**config.mk**
```make
export PLATFORM = sky130hd
export DESIGN_NAME = stopwatch_counter
export DESIGN_NICKNAME = d
export VERILOG_FILES = /design/src/rtl/stopwatch_counter.sv
export SDC_FILE = /design/constraint.sdc
export NUM_CORES = 1
export LEC_CHECK = 0
export BUFFER_PORTS_ARGS = -buffer_cell sky130_fd_sc_hd__buf_2
export CAP_MARGIN = 40
export CORE_AREA = 8 8 83 85
export DETAILED_ROUTE_END_ITERATION = 16
export DIE_AREA = 0 0 91 93
export GPL_TIMING_DRIVEN = 1
export PLACE_DENSITY = 0.79
export SYNTH_ARGS = -nofsm -noshare
export SYNTH_HDL_FRONTEND = slang
export SYNTH_SLANG_ARGS = --single-unit
```
**constraint.sdc**
```tcl
create_clock -name clk -period 3.45 [get_ports clk]
set_input_delay 0.69 -clock clk [delete_from_list [all_inputs] [get_ports clk]]
set_output_delay 0.69 -clock clk [all_outputs]
set_load 0.01 [all_outputs]
```
**src/rtl/stopwatch_counter.sv**
```systemverilog
// Stopwatch: divides clk into TICK_HZ ticks and accumulates min:sec.frac.
// Supports run/pause, clear, lap display freeze, and wrap or saturate at full scale.
module stopwatch_counter #(
  parameter  int CLK_FREQ  = 10_000_000,
  parameter  int TICK_HZ   = 100,
  parameter  int MAX_MIN   = 60,
  parameter  int WRAP_MODE = 1,
  localparam int FRAC_W    = $clog2(TICK_HZ),
  localparam int MIN_W     = (MAX_MIN > 1) ? $clog2(MAX_MIN) : 1
) (
  input  logic              clk,
  input  logic              n_rst,
  input  logic              start_stop,
  input  logic              clear,
  input  logic              lap,
  output logic              tick,
  output logic [FRAC_W-1:0] disp_frac,
  output logic [5:0]        disp_sec,
  output logic [MIN_W-1:0]  disp_min,
  output logic              running,
  output logic              lap_hold,
  output logic              wrapped
);

  localparam int DIV     = CLK_FREQ / TICK_HZ;
  localparam int PRESC_W = (DIV > 1) ? $clog2(DIV) : 1;

  localparam logic [PRESC_W-1:0] PRESC_LAST = PRESC_W'(DIV - 1);
  localparam logic [FRAC_W-1:0]  FRAC_LAST  = FRAC_W'(TICK_HZ - 1);
  localparam logic [5:0]         SEC_LAST   = 6'd59;
  localparam logic [MIN_W-1:0]   MIN_LAST   = MIN_W'(MAX_MIN - 1);
  localparam bit                 SATURATE   = (WRAP_MODE == 0);

  typedef enum logic [1:0] {
    ST_IDLE,
    ST_RUNNING,
    ST_PAUSED
  } state_e;

  typedef struct packed {
    logic [MIN_W-1:0]  min;
    logic [5:0]        sec;
    logic [FRAC_W-1:0] frac;
  } elapsed_t;

  state_e             state_q, state_d;
  logic [PRESC_W-1:0] presc_q, presc_d;
  elapsed_t           cnt_q, cnt_d;
  elapsed_t           disp_q, disp_d;
  elapsed_t           cnt_inc;
  logic               tick_q, tick_d;
  logic               lap_hold_q, lap_hold_d;
  logic               wrapped_q, wrapped_d;
  logic               presc_last;
  logic               cnt_at_max;
  logic               resume_ok;

  assign presc_last = (presc_q == PRESC_LAST);
  assign cnt_at_max = (cnt_q.frac == FRAC_LAST) && (cnt_q.sec == SEC_LAST) &&
                      (cnt_q.min == MIN_LAST);
  // A saturated count can only be left through clear.
  assign resume_ok  = start_stop && !(SATURATE && wrapped_q);

  // Ripple-carry increment of frac -> sec -> min. Full scale rolls over to zero.
  always_comb begin
    cnt_inc = cnt_q;
    if (cnt_q.frac != FRAC_LAST) begin
      cnt_inc.frac = cnt_q.frac + 1'b1;
    end else begin
      cnt_inc.frac = '0;
      if (cnt_q.sec != SEC_LAST) begin
        cnt_inc.sec = cnt_q.sec + 1'b1;
      end else begin
        cnt_inc.sec = '0;
        cnt_inc.min = (cnt_q.min != MIN_LAST) ? cnt_q.min + 1'b1 : '0;
      end
    end
  end

  // NOTE: every variable assigned here gets a default first, so no path can
  // leave one unassigned and infer a latch.
  always_comb begin
    state_d    = state_q;
    presc_d    = presc_q;
    cnt_d      = cnt_q;
    tick_d     = 1'b0;
    lap_hold_d = lap_hold_q;
    wrapped_d  = wrapped_q;

    if (clear) begin
      state_d    = ST_IDLE;
      presc_d    = '0;
      cnt_d      = '0;
      lap_hold_d = 1'b0;
      wrapped_d  = 1'b0;
    end else begin
      case (state_q)
        ST_IDLE: begin
          if (start_stop) state_d = ST_RUNNING;
        end
        ST_RUNNING: begin
          if (start_stop) begin
            // The prescaler still steps on the pause edge. Only the increment
            // that would have produced a tick is suppressed.
            state_d = ST_PAUSED;
            if (!presc_last) presc_d = presc_q + 1'b1;
          end else begin
            if (lap) lap_hold_d = !lap_hold_q;
            if (!presc_last) begin
              presc_d = presc_q + 1'b1;
            end else begin
              presc_d = '0;
              if (cnt_at_max && SATURATE) begin
                wrapped_d = 1'b1;
                state_d   = ST_PAUSED;
              end else begin
                cnt_d  = cnt_inc;
                tick_d = 1'b1;
                if (cnt_at_max) wrapped_d = 1'b1;
              end
            end
          end
        end
        ST_PAUSED: begin
          if (resume_ok)  state_d    = ST_RUNNING;
          else if (lap)   lap_hold_d = 1'b0;
        end
        default: state_d = ST_IDLE;
      endcase
    end

    // The display tracks the counters unless a lap freeze is in force after this edge.
    disp_d = lap_hold_d ? disp_q : cnt_d;
  end

  // NOTE: sequential state uses non-blocking assignments only, so each register
  // samples the pre-edge value of every other register.
  always_ff @(posedge clk or negedge n_rst) begin
    if (!n_rst) begin
      state_q    <= ST_IDLE;
      presc_q    <= '0;
      cnt_q      <= '0;
      disp_q     <= '0;
      tick_q     <= 1'b0;
      lap_hold_q <= 1'b0;
      wrapped_q  <= 1'b0;
    end else begin
      state_q    <= state_d;
      presc_q    <= presc_d;
      cnt_q      <= cnt_d;
      disp_q     <= disp_d;
      tick_q     <= tick_d;
      lap_hold_q <= lap_hold_d;
      wrapped_q  <= wrapped_d;
    end
  end

  assign tick      = tick_q;
  assign disp_frac = disp_q.frac;
  assign disp_sec  = disp_q.sec;
  assign disp_min  = disp_q.min;
  assign running   = (state_q == ST_RUNNING);
  assign lap_hold  = lap_hold_q;
  assign wrapped   = wrapped_q;

endmodule

```
==> qor_table.md <==
| Result | This run | Unit |
|---|---|---|
| Outcome | finished, final reports clean | - |
| Final setup viols | 0 | - |
| DIE WIDTH | 91 | um |
| Clock tree from TritonCTS | yes | - |
| Measured slew at the worst slew-check pin | 0.813 | ns |
| Gate Count Post-Synth | 339 | - |
| Number of violations of the max-capacitance limit | 0 | - |
| Detail-routed net length per standard cell | 16.6 | um |
| Synth Area per Inst | 9.60 | sq um |
| Register-to-register path setup slack | 0.87 | ns |
| Prevailing post-synth register cell | dfrtp_1 | - |
| Post-route DRC violation count | 0 | - |
| Post-CTS Setup Inserts | 0 | - |
| Cell count after placement | 430 | - |
| P&R area growth vs syn | 11.7 | % |
| Share of flip-flops with an asynchronous set or reset after synthesis | 100 | % |
| Post-Syn Area | 3250 | sq um |
| Finished Layout Cells | 445 | - |
| Leakage Power | 1.62 | nW |
| Endpoint required time on the critical path | 3.68 | ns |
| Sequential share of the synthesized area | 46.2 | % |
| Synth Register Bits | 60 | - |
| Clock slew at reported path FFs | 0.07 | ns |
| Number of I/O port buffers | 27 | - |
| Area of the die | 8460 | sq um |
| Clock latency reported for the late side of the worst-skew pair | 0.34 | ns |
| Internal Pwr Total | 1.04 | mW |
| Final slew viol count | 0 | - |
| Clock tree skew after final layout | 0.00897 | ns |
| Gr ovfl total | 0 | - |
| Yosys synthesis warning count | 0 | - |
| Share of the cycle needed by the critical path after routing | 74.8 | % |
| Dominant cell type by area after synthesis | dfrtp_1 | - |
| Commonest non-fill, non-tap cell in the layout | dfrtp_1 | - |
| Number of enable flip-flop cells after synthesis | 0 | - |
| Vias per std cell | 6.21 | - |
| Final hold violation count | 0 | - |
| Area of placed instances | 3460 | sq um |
| Type of destination of the critical path | flop | - |
| Final Wtd Congestion | 0.861 | - |
| Starting density of the core | 57.3 | % |
| Commonest cells after routing, fill and taps aside | 60 x dfrtp_1, 52 x nor2_1, 27 x buf_2 | - |
| Power density over the cells | 378 | nW/um^2 |
| Maximum number of pins on one net before global-route repair | 37 | - |
| CTS root buffer | clkbuf_8 | - |
| Number of buffers added to fix hold violations after cts | 0 | - |
| Drt first pass iters | 5 | - |
| Fraction of layout instances using a drive strength above 1 | 15.4 | % |
| Critical path type | flop to flop | - |
| Antenna diode count | 0 | - |
| Hold_ws | 0.334 | ns |
| Class of the worst hold path | primary input to async pin | - |
| Row count | 28 | - |
| Aggregate global-route resource usage | 18.2 | % |
| Global-route wire length before repair | 12800 | um |
| Switching part of the total power | 24.6 | % |
| Number of clock buffers inserted by TritonCTS | 9 | - |
| Finished layout cell area | 3630 | sq um |
| Fraction of power consumed by the clock network | 40.5 | % |
| Type of origin of the critical path | flop | - |
| Maximum vdd ir drop | 303 | uV |
| F_max | 388 | MHz |
| Total Routed Length | 7400 | um |
| Via total after detailed routing | 2765 | - |
| Post-CTS resize count | 0 | - |
| Critical Path AT | 2.81 | ns |
| Via count of the first global-routing pass | 2754 | - |
| Number of nets with antenna violations after routing | 0 | - |
| Level count of the clock H-tree | 3 | - |
| Setup Total Neg Slack | 0 | ns |
| Height of the die | 93 | um |
| Relative contribution of sequential cells to total power | 52.3 | % |
| Maximum buffer depth of the clock tree | 2 | - |
| Post-synth net total | 353 | - |
| Initial antenna violation count | 0 | - |
| Clock net sink count | 60 | - |
| Unique cell type count in the Yosys netlist | 59 | - |
| Sw power | 0.338 | mW |
| Peak fanout along the critical path | 11 | - |
| Half-perimeter wire length after detailed placement | 5050 | um |
| Relative slew slack | 45.2 | % |
| Crit path time final | 2.58 | ns |
| DRT iter0 DRCs | 214 | - |
| I/O pin cnt | 28 | - |
| Leading post-synthesis cells by cell area | dfrtp_1 46%, nor2_1 6.0%, a211oi_1 3.5% | - |
| Share of Yosys cell area claimed by the top area cell type | 46.2 | % |
| Placeable core region | 5680 | sq um |
| Layout net count | 380 | - |
| RSZ-0062 raised after global routing | no | - |
| Comb power frac | 7.2 | % |
registers in the layout, summed over array words and instances, names as in the netlist:
register and cells:
wrapped 1, lap_hold 1, presc_q 17, tick 1, state_q 2, disp_min 6
disp_frac 7, cnt_q 19, disp_sec 6
cells in the mapped netlist, types with 4 or more instances:
library cell  instances
mux2i_1               5
o41ai_1               5
xnor2_1               4
xor2_1                7
nand3_1              13
inv_1                 8
nand4_1              11
a211oi_1             15
o31a_1                5
a21oi_1              10
nand2_1              15
nor2b_1               6
and3_1                5
clkbuf_1             14
o211ai_1              7
nor3_1               11
or3_1                 4
o21ai_0              12
and2_1                4
dfrtp_1              60
nor2_1               52
ha_1                  9
nor4_1                4
path summary, 6_finish.rpt:
check                                        start                      end  cells past startpoint
setup / recovery            state_q[1]$_DFFE_PN0P_  presc_q[11]$_DFFE_PN0P_                      7
hold / removal                               n_rst  presc_q[14]$_DFFE_PN0P_                      1
setup reg to reg            state_q[1]$_DFFE_PN0P_  presc_q[11]$_DFFE_PN0P_                      7
hold reg to reg            presc_q[11]$_DFFE_PN0P_  presc_q[11]$_DFFE_PN0P_                      1
max in group asynchronous                    n_rst       cnt_q[9]$_DFF_PN0_                      2
min in group clk           presc_q[11]$_DFFE_PN0P_  presc_q[11]$_DFFE_PN0P_                      1
power groups by stage:
stage,registers (mW),clock network [mW],logic (mW)
final,0.718,0.556,0.0991
after global routing,0.718,0.596,0.112
after CTS,0.717,0.566,0.101
after detailed placement,0.730,0,0.0998
after global placement,0.730,0,0.0976
after floorplan,0.732,0,0.0559
routing by layer:
layer,up-vias,routed length [um],global-route usage [%]
met5,-,0,0
met4,0,170,10.2
met3,15,372,3.29
met2,82,3470,29.7
met1,1358,3390,22.6
li1,1310,-,-
per-stage QoR:
step	util, %	power [mW]	setup slack (ns)
floorplan	-	0.787	1.22
global placement	61.0	0.828	0.787
detailed placement	61.0	0.830	0.716
CTS	64.0	1.38	0.877
global route	64.0	1.43	0.635
finish	64.0	1.37	0.869
final cells by class:
| class | instances | area, sq um |
|---|---|---|
| clock inverters | 2 | 10.0 |
| flip-flops and latches | 60 | 1500 |
| clock buffers | 13 | 159 |
| repair buffers | 34 | 188 |
| fillers | 477 | 2040 |
| multi-input cells | 253 | 1650 |
| well taps | 75 | 93.8 |
| inverters | 8 | 30.0 |
critical path, cell delays in order, from the launching register on:
cell and delay [ns]:
dfrtp_1 0.38, inv_1 0.12, ha_1 0.21, nor4bb_1 0.33
nand2_1 0.33, o21ai_0 0.75, o32ai_1 0.16, a21o_1 0.21
cell families (layout without fill, tap and decap cells):
| kind of cell | Yosys count | in the layout | share of synthesized area [%] |
|---|---|---|---|
| xor+xnor | 11 | 11 | 2.96 |
| mux | 5 | 5 | 1.54 |
| flops | 60 | 60 | 46.2 |
| simple gates | 150 | 150 | 25.4 |
| buf+inv | 26 | 57 | 3.31 |
| fa+ha+maj | 9 | 9 | 3.46 |
| compound gates | 78 | 78 | 17.2 |
Note: power is estimated with default switching activity, not from simulation.
